### src/rtl/fetch_stage_if.sv
// Instruction-memory request/response bus between the fetch stage and imem.
//   imem_req   : request valid, held until acknowledged
//   imem_addr  : request address, stable while imem_req=1
//   imem_ack   : response valid (only meaningful while imem_req=1)
//   imem_rdata : instruction word, valid with imem_ack
interface fetch_stage_if #(
  parameter int unsigned ADDR_W  = 8,
  parameter int unsigned INSTR_W = 32
);
  logic               imem_req;
  logic [ADDR_W-1:0]  imem_addr;
  logic               imem_ack;
  logic [INSTR_W-1:0] imem_rdata;

  // Fetch stage side: issues requests, consumes responses
  modport master (
    output imem_req,
    output imem_addr,
    input  imem_ack,
    input  imem_rdata
  );

  // Memory side: accepts requests, returns responses
  modport slave (
    input  imem_req,
    input  imem_addr,
    output imem_ack,
    output imem_rdata
  );
endinterface

### src/rtl/fetch_stage.sv
// Instruction fetch stage with IF/ID pipeline register.
// Owns the PC, keeps at most one imem request outstanding, and presents the
// fetched instruction to decode. Execute-stage redirects flush the IF/ID slot
// and discard any fetch already in flight.
//   clk, rst          : clock, asynchronous active-high reset
//   bus (master)      : imem_req/imem_addr out, imem_ack/imem_rdata in
//   stall             : decode cannot consume the IF/ID slot this cycle
//   ex_jump           : unconditional redirect
//   ex_branchZero/Neg : conditional branch in execute
//   ex_zero/ex_neg    : ALU flags qualifying the branches
//   ex_target         : redirect target PC
//   id_valid/instr/pc : IF/ID slot contents
//   id_opcode         : slot opcode, NOP (0) when slot is empty
module fetch_stage #(
  parameter int unsigned ADDR_W  = 8,
  parameter int unsigned INSTR_W = 32
) (
  input  logic                clk,
  input  logic                rst,
  fetch_stage_if.master       bus,
  input  logic                stall,
  input  logic                ex_jump,
  input  logic                ex_branchZero,
  input  logic                ex_branchNeg,
  input  logic                ex_zero,
  input  logic                ex_neg,
  input  logic [ADDR_W-1:0]   ex_target,
  output logic                id_valid,
  output logic [INSTR_W-1:0]  id_instr,
  output logic [ADDR_W-1:0]   id_pc,
  output logic [3:0]          id_opcode
);

  localparam int unsigned OPC_W = 4;

  typedef enum logic [1:0] {
    IDLE  = 2'd0,
    BUSY  = 2'd1,
    FLUSH = 2'd2
  } state_e;

  state_e              state_q, state_d;
  logic [ADDR_W-1:0]   pc_q, pc_d;
  logic [ADDR_W-1:0]   req_addr_q, req_addr_d;
  logic                imem_req_q, imem_req_d;
  logic                id_valid_q, id_valid_d;
  logic [INSTR_W-1:0]  id_instr_q, id_instr_d;
  logic [ADDR_W-1:0]   id_pc_q, id_pc_d;

  logic redirect_c;
  logic issue_c;
  logic ack_c;
  logic fill_c;

  // Redirect decode from execute
  assign redirect_c = ex_jump
                    | (ex_branchZero & ex_zero)
                    | (ex_branchNeg  & ex_neg);

  // A new fetch may start only if the slot is free or being consumed now
  assign issue_c = !redirect_c && (!id_valid_q || !stall);

  // Ack is only honoured while a request is outstanding
  assign ack_c = bus.imem_ack & imem_req_q;

  // Only a non-redirected ack in BUSY delivers an instruction
  assign fill_c = (state_q == BUSY) && ack_c && !redirect_c;

  // State and datapath registers
  always_ff @(posedge clk or posedge rst) begin
    if (rst) begin
      state_q    <= IDLE;
      pc_q       <= '0;
      req_addr_q <= '0;
      imem_req_q <= 1'b0;
      id_valid_q <= 1'b0;
      id_instr_q <= '0;
      id_pc_q    <= '0;
    end else begin
      state_q    <= state_d;
      pc_q       <= pc_d;
      req_addr_q <= req_addr_d;
      imem_req_q <= imem_req_d;
      id_valid_q <= id_valid_d;
      id_instr_q <= id_instr_d;
      id_pc_q    <= id_pc_d;
    end
  end

  // Next-state logic
  always_comb begin
    state_d = state_q;
    unique case (state_q)
      IDLE: begin
        if (issue_c) state_d = BUSY;
      end
      BUSY: begin
        // A redirect with ack drops the data and returns to IDLE directly
        if (ack_c)           state_d = IDLE;
        else if (redirect_c) state_d = FLUSH;
      end
      FLUSH: begin
        if (ack_c) state_d = IDLE;
      end
      default: state_d = IDLE;
    endcase
  end

  // Output and datapath next values
  always_comb begin
    pc_d       = pc_q;
    req_addr_d = req_addr_q;
    id_valid_d = id_valid_q;
    id_instr_d = id_instr_q;
    id_pc_d    = id_pc_q;
    imem_req_d = (state_d != IDLE);

    // Decode consumes the slot
    if (id_valid_q && !stall) id_valid_d = 1'b0;

    if ((state_q == IDLE) && issue_c) req_addr_d = pc_q;

    if (fill_c) begin
      id_instr_d = bus.imem_rdata;
      id_pc_d    = req_addr_q;
      id_valid_d = 1'b1;
      pc_d       = pc_q + ADDR_W'(1);
    end

    // Redirect wins over stall and ack; req_addr is left alone in FLUSH
    if (redirect_c) begin
      pc_d       = ex_target;
      id_valid_d = 1'b0;
    end
  end

  assign bus.imem_req  = imem_req_q;
  assign bus.imem_addr = req_addr_q;

  assign id_valid  = id_valid_q;
  assign id_instr  = id_instr_q;
  assign id_pc     = id_pc_q;
  assign id_opcode = id_valid_q ? id_instr_q[INSTR_W-1 -: OPC_W] : OPC_W'(0);

`ifndef SYNTHESIS
  // An ack in BUSY must never land on an occupied slot
  always @(posedge clk) begin
    if (!rst && (state_q == BUSY) && ack_c) begin
      assert (!id_valid_q)
        else $error("fetch_stage: ack in BUSY while IF/ID slot occupied");
    end
  end
`endif

endmodule

### src/flat_wrapper.sv
// flat-port wrapper written by rule: the top's interface ports become plain ports
module fetch_stage_flat 
#(
  parameter int unsigned ADDR_W  = 8,
  parameter int unsigned INSTR_W = 32
)
  (clk, rst, stall, ex_jump, ex_branchZero, ex_branchNeg, ex_zero, ex_neg, ex_target, id_valid, id_instr, id_pc, id_opcode, bus_imem_req, bus_imem_addr, bus_imem_ack, bus_imem_rdata);
  fetch_stage_if #(.ADDR_W(ADDR_W), .INSTR_W(INSTR_W)) bus_i ();
  input  logic clk;
  input  logic rst;
  input  logic stall;
  input  logic ex_jump;
  input  logic ex_branchZero;
  input  logic ex_branchNeg;
  input  logic ex_zero;
  input  logic ex_neg;
  input  logic [ADDR_W-1:0] ex_target;
  output logic id_valid;
  output logic [INSTR_W-1:0] id_instr;
  output logic [ADDR_W-1:0] id_pc;
  output logic [3:0] id_opcode;
  output wire logic [$bits(bus_i.imem_req)-1:0] bus_imem_req;
  output wire logic [$bits(bus_i.imem_addr)-1:0] bus_imem_addr;
  input wire logic [$bits(bus_i.imem_ack)-1:0] bus_imem_ack;
  input wire logic [$bits(bus_i.imem_rdata)-1:0] bus_imem_rdata;
  assign bus_imem_req = bus_i.imem_req;
  assign bus_imem_addr = bus_i.imem_addr;
  assign bus_i.imem_ack = bus_imem_ack;
  assign bus_i.imem_rdata = bus_imem_rdata;
  fetch_stage #(.ADDR_W(ADDR_W), .INSTR_W(INSTR_W)) u_core (.clk(clk), .rst(rst), .bus(bus_i), .stall(stall), .ex_jump(ex_jump), .ex_branchZero(ex_branchZero), .ex_branchNeg(ex_branchNeg), .ex_zero(ex_zero), .ex_neg(ex_neg), .ex_target(ex_target), .id_valid(id_valid), .id_instr(id_instr), .id_pc(id_pc), .id_opcode(id_opcode));
endmodule
### config.mk
export PLATFORM = sky130hd
export DESIGN_NAME = fetch_stage_flat
export DESIGN_NICKNAME = d
export VERILOG_FILES = /design/src/rtl/fetch_stage_if.sv /design/src/rtl/fetch_stage.sv /design/src/flat_wrapper.sv
export SDC_FILE = /design/constraint.sdc
export NUM_CORES = 1
export LEC_CHECK = 0
export CAP_MARGIN = 20
export CELL_PAD_IN_SITES_DETAIL_PLACEMENT = 1
export CELL_PAD_IN_SITES_GLOBAL_PLACEMENT = 2
export CORE_ASPECT_RATIO = 1.5
export CORE_MARGIN = 2
export CORE_UTILIZATION = 44
export DETAILED_ROUTE_END_ITERATION = 10
export DONT_BUFFER_PORTS = 1
export PLACE_DENSITY_LB_ADDON = 0.3
export SYNTH_ARGS = -nofsm -noshare
export SYNTH_HDL_FRONTEND = slang
export SYNTH_SLANG_ARGS = --single-unit
export TNS_END_PERCENT = 20
### constraint.sdc
create_clock -name clk -period 4.2 [get_ports clk]
set_input_delay 0.63 -clock clk [delete_from_list [all_inputs] [get_ports clk]]
set_output_delay 0.63 -clock clk [all_outputs]
set_load 0.02 [all_outputs]
### Word-level counts from Yosys, hierarchy flattened

Cells that the tools add are included.

| word-level totals | value |
|---|---|
| register bits | 60 |
| latch bits | 0 |
| memory bits (writable) | 0 |
| memory bits (read-only) | 0 |
| input port bits | 49 |
| output and inout port bits | 54 |
| word-level logic and storage cells | 39 |
| memories kept | 0 |

| cells by class | value |
|---|---|
| $add $sub $neg | 1 |
| multipliers | 0 |
| div/mod/pow operators | 0 |
| order comparisons | 0 |
| equality and inequality tests | 2 |
| shift operators | 0 |
| multiplexer cells | 11 |
| bitwise gates (word level) | 5 |
| reductions and logical operators | 13 |

Operators by type and width:

| kind | count |
|---|---|
| two-way mux 8 bit | 2 |
| adder 8 x 1 -> 8 bit (second input constant) | 1 |
| two-way mux 2 bit | 4 |
| case mux 2 bit (3 select lines) | 1 |
| logical AND 1 bit | 5 |
| two-way mux 4 bit | 1 |
| nonzero test 2 bit | 2 |
| AND 1 bit | 3 |
| logical NOT 1 bit | 3 |
| two-way mux 1 bit | 3 |
| nonzero test 3 bit | 1 |
| equality test 2 x 1 -> 1 bit (second input constant) | 1 |
| equality test 2 bit (second input constant) | 1 |
| logical NOT 2 bit | 1 |
| OR 1 bit | 2 |
| logical OR 1 bit | 1 |

### Longest topological paths before layout

Gate-level depths: netlist of run 1.

| depth | value |
|---|---|
| word-level depth | 8 |
| depth in mapped cells | 6 |
| depth with buffers taken out | 5 |

### Least setup slack after synthesis of run 1

Ideal clock, no wire load.

| path | value |
|---|---|
| path kind | input-to-reg |
| start | input ex_branchZero |
| end | register u_core.id_instr_q[0] (netlist: u_core.id_instr[0]) |
| arrival time | 1661 ps |
| required time | 4075 ps |
| slack | 2414 ps |
| cell stages on the path | 5 |
| buffers on the path | 2 |
| path through | a221oi_2 and2_4 buf_6 buf_12 mux2_4 |

| between the ends | value |
|---|---|
| cells in the longest elaborated chain, start to end | 5 |

Ends and longest elaborated chain:

| item | line | RTL |
|---|---|---|
| start, declared | flat_wrapper.sv:13 | `input logic ex_branchZero;` |
| AND 1 bit | fetch_stage.sv:57 | `\| (ex_branchZero & ex_zero)` |
| OR 1 bit | fetch_stage.sv:57 |  |
| OR 1 bit | fetch_stage.sv:58 | `\| (ex_branchNeg & ex_neg);` |
| logical NOT 1 bit | fetch_stage.sv:67 | `assign fill_c = (state_q == BUSY) && ack_c && !redirect_c;` |
| logical AND 1 bit | fetch_stage.sv:67 |  |
| end signal, assigned | fetch_stage.sv:85 | `id_instr_q <= id_instr_d;` |
| end, declared | fetch_stage.sv:47 | `logic [INSTR_W-1:0] id_instr_q, id_instr_d;` |

Every way passes these cells.
A chain may end at the register's enable or synchronous reset.

### Final worst setup path of run 1

| path | value |
|---|---|
| start | register u_core.imem_req_q (netlist: u_core.bus.imem_req) |
| end | register u_core.id_instr_q[15] (netlist: u_core.id_instr[15]) |

| between the ends | value |
|---|---|
| cells in the longest elaborated chain, start to end | 3 |

Ends and longest elaborated chain:

| item | line | RTL |
|---|---|---|
| start, declared | fetch_stage.sv:45 | `logic imem_req_q, imem_req_d;` |
| start signal, assigned | fetch_stage.sv:83 | `imem_req_q <= imem_req_d;` |
| AND 1 bit | fetch_stage.sv:64 | `assign ack_c = bus.imem_ack & imem_req_q;` |
| logical AND 1 bit (2 in a row) | fetch_stage.sv:67 |  |

Every way passes these cells.

==> metrics, run 1 <==
Syn Inst Count=171; slowest CP cell=and2_4; Worst-Margin Slew=0.746 ns; footprint of the multi-input gates=1040 um^2; CTS HTree Levels=3; core area=5830 um^2; #FFs+latches synth=60; Post-synth EDFFs=0; Slew headroom=50.3%; run status=completed; Sink Count=60; Area contributors post-synth=dfrtp_1 57%, mux2_4 23%, mux2_2 3.8%, buf_12 3.0%, xor2_1 2.0%; busiest grt layer=met2; post-route ant nets=0; Pleak=0.00132 uW; setup slack, reg-to-reg=1.98 ns; Async S/R FF share, synth=100%; maximum clock rate=450 MHz; final hold violation count=0; Avg WL per Cell=20.7 um; clk root buf=clkbuf_8; First-pass DRT Iterations=4; Final Util=49.2%; crit path cell chain=and4b_1 -> and2_4 -> mux2_4; Pins Over Slew Limit=0; die area=6680 um^2; area of the mapped netlist=2650 um^2; most common cell in the netlist=dfrtp_1; register area share after synthesis=56.6%; mean post-synth cell area=15.5 um^2; max incr delay on CP=0.70 ns; # nets final=226; Vias per Instance=5.54; initial DRC count=91; Longest Clk Path Bufs=2; CP Capture Type=flip-flop; RePlAce Congestion=0.752; CTS Buf Count=9; crit path DAT=2.42 ns; grt met2 use=27.9%; placed wire-length estimate=3730 um; RSZ-0062 raised after global routing=false; max_cap viols=0; Die H=99.1 um; first-pass GRT wire length=7940 um; pwr dens=701 nW/um^2; CTS hold repair buffers=0; clock-pin slew on the worst setup and hold paths=0.07 ns; Post-Synthesis Net Count=221; dpl ws=1.89 ns; vias=1396; remaining global-route overflow=0; placed cells=237; minimum clock period=2.22 ns; area growth from synthesis to final layout=8.12%; Yosys warnings=0; met1 Usage GRT=17.3%; num ports=103; setup_tns=0 ns; WL final=5220 um; Hold Path Class=primary input to asynchronous set/reset pin; Crit path required time=4.40 ns; Critical Path Fanout Max=40; Starting Density=45.5%; FF+latch area=1500 um^2; ys flop type=dfrtp_1; gr usage total=16.5%; DRC=0; Post-synth top cells=60 x dfrtp_1, 40 x mux2_4, 11 x nand2_1; count of final setup violators=0; initial antenna violation count=0; critical path class=flip-flop to flip-flop; area fraction of the dominant cell type after synthesis=56.6%; Worst-Skew Late Latency=0.32 ns; number of global-route vias before repair=1511; # resized after CTS=0; largest net degree at the start of global routing=41; Fill cells=560; Yosys top cell by area=dfrtp_1; synth unique cells=27; layout cells sized above 1=37.8%; fin worst setup slack=1.98 ns; startpoint types=flip-flop; fin crit share=53.0%; met3 Usage GRT=6.39%; postcts setup bufs=0; row cnt=34; fin cells=252; clk_skew=0.00511 ns; VDD IR max=347 uV; Antenna Cells=0; port bufs=0; CTS tree=built; Die Width=67.4 um
==> path summary, 6_finish.rpt <==
check / start / to / depth (start not counted)
worst max-delay path: u_core.bus.imem_req / u_core.id_instr[15] / 3
worst min-delay path: rst / u_core.id_instr[9] / 1
worst max register to register: u_core.bus.imem_req / u_core.id_instr[15] / 3
worst min register to register: u_core.state_q[1] / u_core.state_q[0] / 1
max in group asynchronous: rst / u_core.bus.imem_addr[1] / 2
min in group clk: bus_imem_ack / u_core.state_q[1] / 1
==> sequential cells by signal (all words and copies together), names as in the netlist <==
register and flops:
u_core.bus.imem_req 1, u_core.pc_q 8, u_core.bus.imem_addr 8, u_core.id_instr 32
u_core.id_valid 1, u_core.state_q 2, u_core.id_pc 8
==> cell type report <==
cell class,count,share of cell area (%)
multi-input cells,103,36.3
inverters,1,0.131
clock buffers,11,5.28
flip-flops and latches,60,52.4
well taps,72,3.14
repair buffers,1,0.262
clock inverters,4,2.53
==> worst max-delay path, delay by kind of cell, from the launching register on <==
kind / cells / cell delay, ns
simple gates: 2 / 1.20
mux: 1 / 0.36
flops: 1 / 0.51
==> cells by family after synthesis <==
family | after synthesis | share of synthesized area, %
AOI/OAI and AO/OA | 15 | 3.68
xor gates and xnor gates | 7 | 2.31
adders and majority gates | 1 | 0.472
buffers and inverters | 8 | 4.15
DFF | 60 | 56.6
muxes | 50 | 26.9
and+or+nand+nor | 30 | 5.90
==> layout by cell type, fill, tap and decap left out, types with 2 or more instances in the layout <==
cell type	count
a21oi_1	2
and2_1	5
bufinv_16	2
clkbuf_8	11
dfrtp_1	60
mux2_2	9
mux2_4	40
nand2_1	11
nand3_1	4
nand4_1	3
nor2_1	3
o21ai_0	8
xor2_1	6
==> metal layers <==
metal / share of wire [%] / up-vias
met1: 35 / 707
met5: 0 / -
met3: 8.7 / 9
met2: 54 / 68
met4: 1.8 / 0
li1: - / 612
==> where the power goes <==
part,switching (uW),internal (uW),total (uW)
Combinational,94.5,220,314
Sequential,368,756,1120
Clock,211,362,573
Total,673,1340,2010
==> through the flow <==
step	hold WS, ns	cell area, um^2	total power (uW)
final	0.287	2870	2010
after global routing	0.308	2870	2120
after CTS	0.293	2870	2040
after detailed placement	0.515	2640	1450
after global placement	0.480	2640	1430
after floorplan	0.466	2650	1360
(Power assumes the default switching activity.)
==> run 2, diff against run 1 <==
CORE_UTILIZATION = 37   (was 44)
clock period = 1.8 ns   (was 4.2 ns; I/O delays follow)
==> metrics, run 2 (same netlist as run 1, synthesis figures left out) <==
run status=completed; final hold violation count=0 (unchanged); Die Width=73.1 um (+8.5%); Worst-Margin Slew=0.545 ns (-0.202 ns); gr usage total=14.8% (-1.8 points); post-route ant nets=0 (unchanged); Comb power frac=17.0% (+1.4 points); remaining global-route overflow=0 (unchanged); RePlAce Congestion=0.768 (+2.1%); port bufs=0 (unchanged); R2R depth=4 (+1); setup slack, reg-to-reg=0.12 ns (-1.86 ns); initial antenna violation count=0 (unchanged); RSZ-0062 raised after global routing=false; core area=6900 um^2 (+18%); largest net degree at the start of global routing=38 (-7.3%); Worst-Skew Late Latency=0.34 ns (+0.02 ns); placed wire-length estimate=3920 um (+5.0%); Slew headroom=63.7% (+13 points); Critical Path Fanout Max=36 (-10%); DRC=0 (unchanged); commonest cells after routing, fill and taps aside=60 x dfrtp_1, 40 x mux2_4, 11 x nand2_1, 11 x clkbuf_8, 9 x mux2_2; CP Launch Point=u_core.state_q[0]; row cnt=37 (+8.8%); Pins Over Slew Limit=0 (unchanged); Pleak=0.00134 uW (+1.8%); # resized after CTS=0 (unchanged); pwr dens=1580 nW/um^2 (+130%); startpoint types=flip-flop; CTS tree=built; clock network power share=26.6% (-1.9 points); initial DRC count=73 (-20%); num ports=103 (unchanged); Antenna Cells=0 (unchanged); CP Capture Type=flip-flop; CTS hold repair buffers=1 (+1); postcts setup bufs=0 (unchanged); Psw=1610 uW (+140%); Hold Path Class=primary input to flip-flop; max_cap viols=0 (unchanged); Longest Clk Path Bufs=2 (unchanged); Crit path required time=2.01 ns (-2.39 ns); VDD IR max=633 uV (+82%); First-pass DRT Iterations=3 (-1); number of global-route vias before repair=1589 (+5.2%); commonest non-fill, non-tap cell in the layout=dfrtp_1; clk_skew=0.0127 ns (+0.00757 ns); crit path DAT=1.89 ns (-0.53 ns); max reg flops=32 (unchanged); WL final=5460 um (+4.7%); layout cells sized above 1=38.7% (+0.93 points); CTS HTree Levels=3 (unchanged); CTS Buf Count=9 (unchanged); Sink Count=60 (unchanged); fin crit share=93.5% (+41 points); minimum clock period=1.68 ns (-0.541 ns); Starting Density=38.4% (-7.1 points); worst r2r src=u_core.state_q[0]; total internal power=3010 uW (+120%); maximum clock rate=594 MHz (+32%); die area=7870 um^2 (+18%); count of final setup violators=0 (unchanged); # nets final=231 (+2.2%); sequential share of power=56.4% (+0.5 points); first-pass GRT wire length=8680 um (+9.4%); Tot Pwr=4620 uW (+130%); HP Start=bus_imem_ack; setup_tns=0 ns (unchanged); clk root buf=clkbuf_8; Die H=108 um (+8.7%); Avg WL per Cell=20.7 um (about the same); Cells on Worst Hold Path=1; Fill cells=708 (+26%); vias=1413 (+1.2%); hold endpoint=u_core.state_q[1]; area growth from synthesis to final layout=10.1%; switching fraction of total power=34.8% (+1.3 points); clock-pin slew on the worst setup and hold paths=0.07 ns (about the same); Vias per Instance=5.35 (-3.4%); reg-to-reg endpoint=u_core.id_instr[31]; critical path class=flip-flop to flip-flop; Hold WS=0.0325 ns (-0.255 ns)
==> run 2: changes by cell type in the layout (fill, tap and decap cells not counted), sizes merged <==
cell | before | now
buf | 1 | 5
dlygate4sd3 | 0 | 1
clkbuf | 11 | 12
bufinv | 2 | 1
clkinv | 1 | 2
==> run 2: worst max-delay path by stage <==
stage                                         end  slack (ns)  cells past startpoint
after CTS                     u_core.id_instr[31]        0.11                      4
after global placement        u_core.id_instr[11]        0.16                      4
after global routing          u_core.id_instr[31]        0.04                      4
after detailed placement      u_core.id_instr[31]        0.10                      4
final                         u_core.id_instr[31]        0.12                      4
after floorplan           u_core.bus.imem_addr[0]        0.05                      1
==> run 2: power groups by stage <==
| stage | Combinational [uW] | Clock (uW) | Sequential [uW] |
|---|---|---|---|
| floorplan | 665 | 0 | 2520 |
| detailed placement | 792 | 0 | 2640 |
| global route | 854 | 1330 | 2670 |
| global placement | 750 | 0 | 2620 |
| CTS | 800 | 1260 | 2620 |
| finish | 784 | 1230 | 2610 |
==> run 2: layout make-up <==
class | count | area (um^2) | area share (%)
multi-input combinational | 103 | 1040 | 35.6
inverter | 1 | 3.75 | 0.129
clock inverter | 4 | 47.5 | 1.63
timing repair buffer | 6 | 72.6 | 2.49
tap | 78 | 97.6 | 3.34
clock buffer | 12 | 155 | 5.32
sequential | 60 | 1500 | 51.5
==> run 2: routing by layer <==
metal | vias up | share of wire (%) | track usage [%]
met3 | 10 | 9.4 | 5.99
met1 | 711 | 36 | 15.8
li1 | 624 | - | -
met2 | 68 | 53 | 24.9
met5 | - | 0 | 0
met4 | 0 | 1.8 | 6.75
==> run 2: critical path, cell delays in order (launching register included) <==
cell     delay [ns]
dfrtp_1        0.46
and4b_1        0.25
and2_4         0.21
buf_12         0.28
mux2_4         0.34
==> run 2: through the flow <==
step / cells / setup slack, ns / instance area (um^2) / util, %
5_1_grt: 264 / 0.0423 / 2920 / 42.3
4_1_cts: 264 / 0.114 / 2920 / 42.3
3_3_place_gp: 247 / 0.156 / 2710 / 39.2
3_5_place_dp: 247 / 0.104 / 2710 / 39.2
6_report: 264 / 0.116 / 2920 / 42.3
2_1_floorplan: 171 / 0.0453 / 2650 / -
==> run 3, diff against run 2 <==
CORE_ASPECT_RATIO = 1.2   (was 1.5)
==> metrics, run 3 (same netlist as run 1, synthesis figures left out) <==
total internal power=3300 uW (+9.7%); sequential share of power=52.8% (-3.6 points); minimum clock period=1.59 ns (-0.0926 ns); Starting Density=38.5% (about the same); Worst Path Buf+Inv=1 (unchanged); R2R depth=4 (unchanged); Antenna Cells=0 (unchanged); CP Launch Point=u_core.state_q[1]; Psw=1600 uW (-0.48%); HP Start=ex_target[4]; Slew headroom=62.2% (-1.5 points); Vias per Instance=5.12 (-4.3%); Longest Clk Path Bufs=2 (unchanged); maximum clock rate=629 MHz (+5.8%); switching fraction of total power=32.7% (-2.2 points); Top delay family on crit path=simple AND/OR/NAND/NOR gates; num ports=103 (unchanged); Sink Count=60 (unchanged); Pins Over Slew Limit=0 (unchanged); Critical Path Fanout Max=33 (-8.3%); worst r2r src=u_core.state_q[1]; max reg flops=32 (unchanged); RSZ-0062 raised after global routing=false; setup_tns=0 ns (unchanged); run status=completed; Die H=96.7 um (-10%); layout cells sized above 1=39.2% (+0.44 points); Pleak=0.00138 uW (+2.8%); CP Capture Type=flip-flop; initial DRC count=25 (-66%); clk root buf=clkbuf_8; core area=6900 um^2 (about the same); # nets final=234 (+1.3%); placed wire-length estimate=3820 um (-2.6%); CTS HTree Levels=3 (unchanged); vias=1414 (+0.071%); crit path cell chain=and4b_1 -> and2_4 -> buf_12 -> mux2_4; slowest CP cell=dfrtp_1; largest net degree at the start of global routing=37 (-2.6%); critical path class=flip-flop to flip-flop; clock network power share=30.8% (+4.2 points); initial antenna violation count=0 (unchanged); port bufs=0 (unchanged); max_cap viols=0 (unchanged); count of final setup violators=0 (unchanged); Cells on Worst Hold Path=2 (+1); postcts setup bufs=0 (unchanged); first-pass GRT wire length=8400 um (-3.3%); crit path DAT=1.80 ns (-0.09 ns); fin worst setup slack=0.209 ns (+0.0926 ns); CTS tree=built; die area=7860 um^2 (-0.14%); number of global-route vias before repair=1607 (+1.1%); RePlAce Congestion=0.683 (-11%); pwr dens=1630 nW/um^2 (+3.2%); post-route ant nets=0 (unchanged); Worst-Skew Late Latency=0.33 ns (about the same); First-pass DRT Iterations=4 (+1); CTS Buf Count=9 (unchanged); clk_skew=0.00871 ns (-0.00398 ns); fin crit share=88.4% (-5.1 points); row cnt=33 (-11%); DRC=0 (unchanged); max incr delay on CP=0.42 ns (-0.04 ns); setup slack, reg-to-reg=0.21 ns (+0.09 ns); commonest non-fill, non-tap cell in the layout=dfrtp_1; clock-pin slew on the worst setup and hold paths=0.07 ns (about the same); remaining global-route overflow=0 (unchanged); final hold violation count=0 (unchanged); Crit path required time=2.01 ns (about the same); Die Width=81.3 um (+11%); reg-to-reg endpoint=u_core.id_instr[10]; Fill cells=722 (+2.0%); hold endpoint=u_core.pc_q[4]; Avg WL per Cell=19.4 um (-6.2%); Hold Path Class=primary input to flip-flop; commonest cells after routing, fill and taps aside=60 x dfrtp_1, 40 x mux2_4, 11 x nand2_1, 11 x clkbuf_8, 9 x mux2_2; startpoint types=flip-flop; WL final=5360 um (-1.9%); dpl ws=0.227 ns (+0.123 ns); VDD IR max=591 uV (-6.7%); gr usage total=14.3% (-0.48 points); Worst-Margin Slew=0.568 ns (+0.0229 ns); area growth from synthesis to final layout=13.2%; Comb power frac=16.3% (-0.7 points)
-- run 3: area by class of cell --
| class | instances | area [um^2] | area share (%) |
|---|---|---|---|
| well taps | 87 | 109 | 3.63 |
| inverters | 1 | 3.75 | 0.125 |
| clock inverters | 4 | 95.1 | 3.17 |
| multi-input cells | 103 | 1040 | 34.6 |
| repair buffers | 9 | 97.6 | 3.25 |
| flip-flops and latches | 60 | 1500 | 50.0 |
| clock buffers | 12 | 155 | 5.17 |
-- run 3: power groups by stage --
| stage | Sequential [uW] | Combinational [uW] | Clock (uW) |
|---|---|---|---|
| 2_1_floorplan | 2520 | 665 | 0 |
| 3_3_place_gp | 2610 | 758 | 0 |
| 3_5_place_dp | 2630 | 800 | 0 |
| 4_1_cts | 2610 | 815 | 1560 |
| 5_1_grt | 2660 | 870 | 1630 |
| 6_report | 2590 | 799 | 1510 |
-- run 3: per-stage QoR --
step	hold slack [ns]	total power, uW	utilization (%)	std cells	cell area, um^2
2_1_floorplan	0.356	3180	-	171	2650
3_3_place_gp	0.228	3370	39.6	258	2730
3_5_place_dp	0.243	3430	39.6	258	2730
4_1_cts	0.0324	4980	43.5	276	3000
5_1_grt	0.0421	5160	43.5	276	3000
6_report	0.0534	4900	43.5	276	3000
-- run 3: worst max path at each step --
stage | end | slack, ns | cells after the start
finish | u_core.id_instr[10] | 0.21 | 4
detailed placement | u_core.id_instr[0] | 0.23 | 4
global placement | u_core.id_instr[2] | 0.26 | 4
floorplan | u_core.bus.imem_addr[0] | 0.05 | 1
global route | u_core.id_instr[10] | 0.15 | 4
CTS | u_core.id_instr[10] | 0.21 | 4
-- run 3: routing by layer --
layer	share of wire (%)	GRT usage, %
met5	0	0
met4	1.7	7.17
met1	39	16.2
met2	49	22.5
met3	9.8	6.16
-- run 3: timing repair --
action	in CTS	in global routing
hold buffers	2	0
gates resized for setup	0	0
endpoints found under the hold margin	25	0
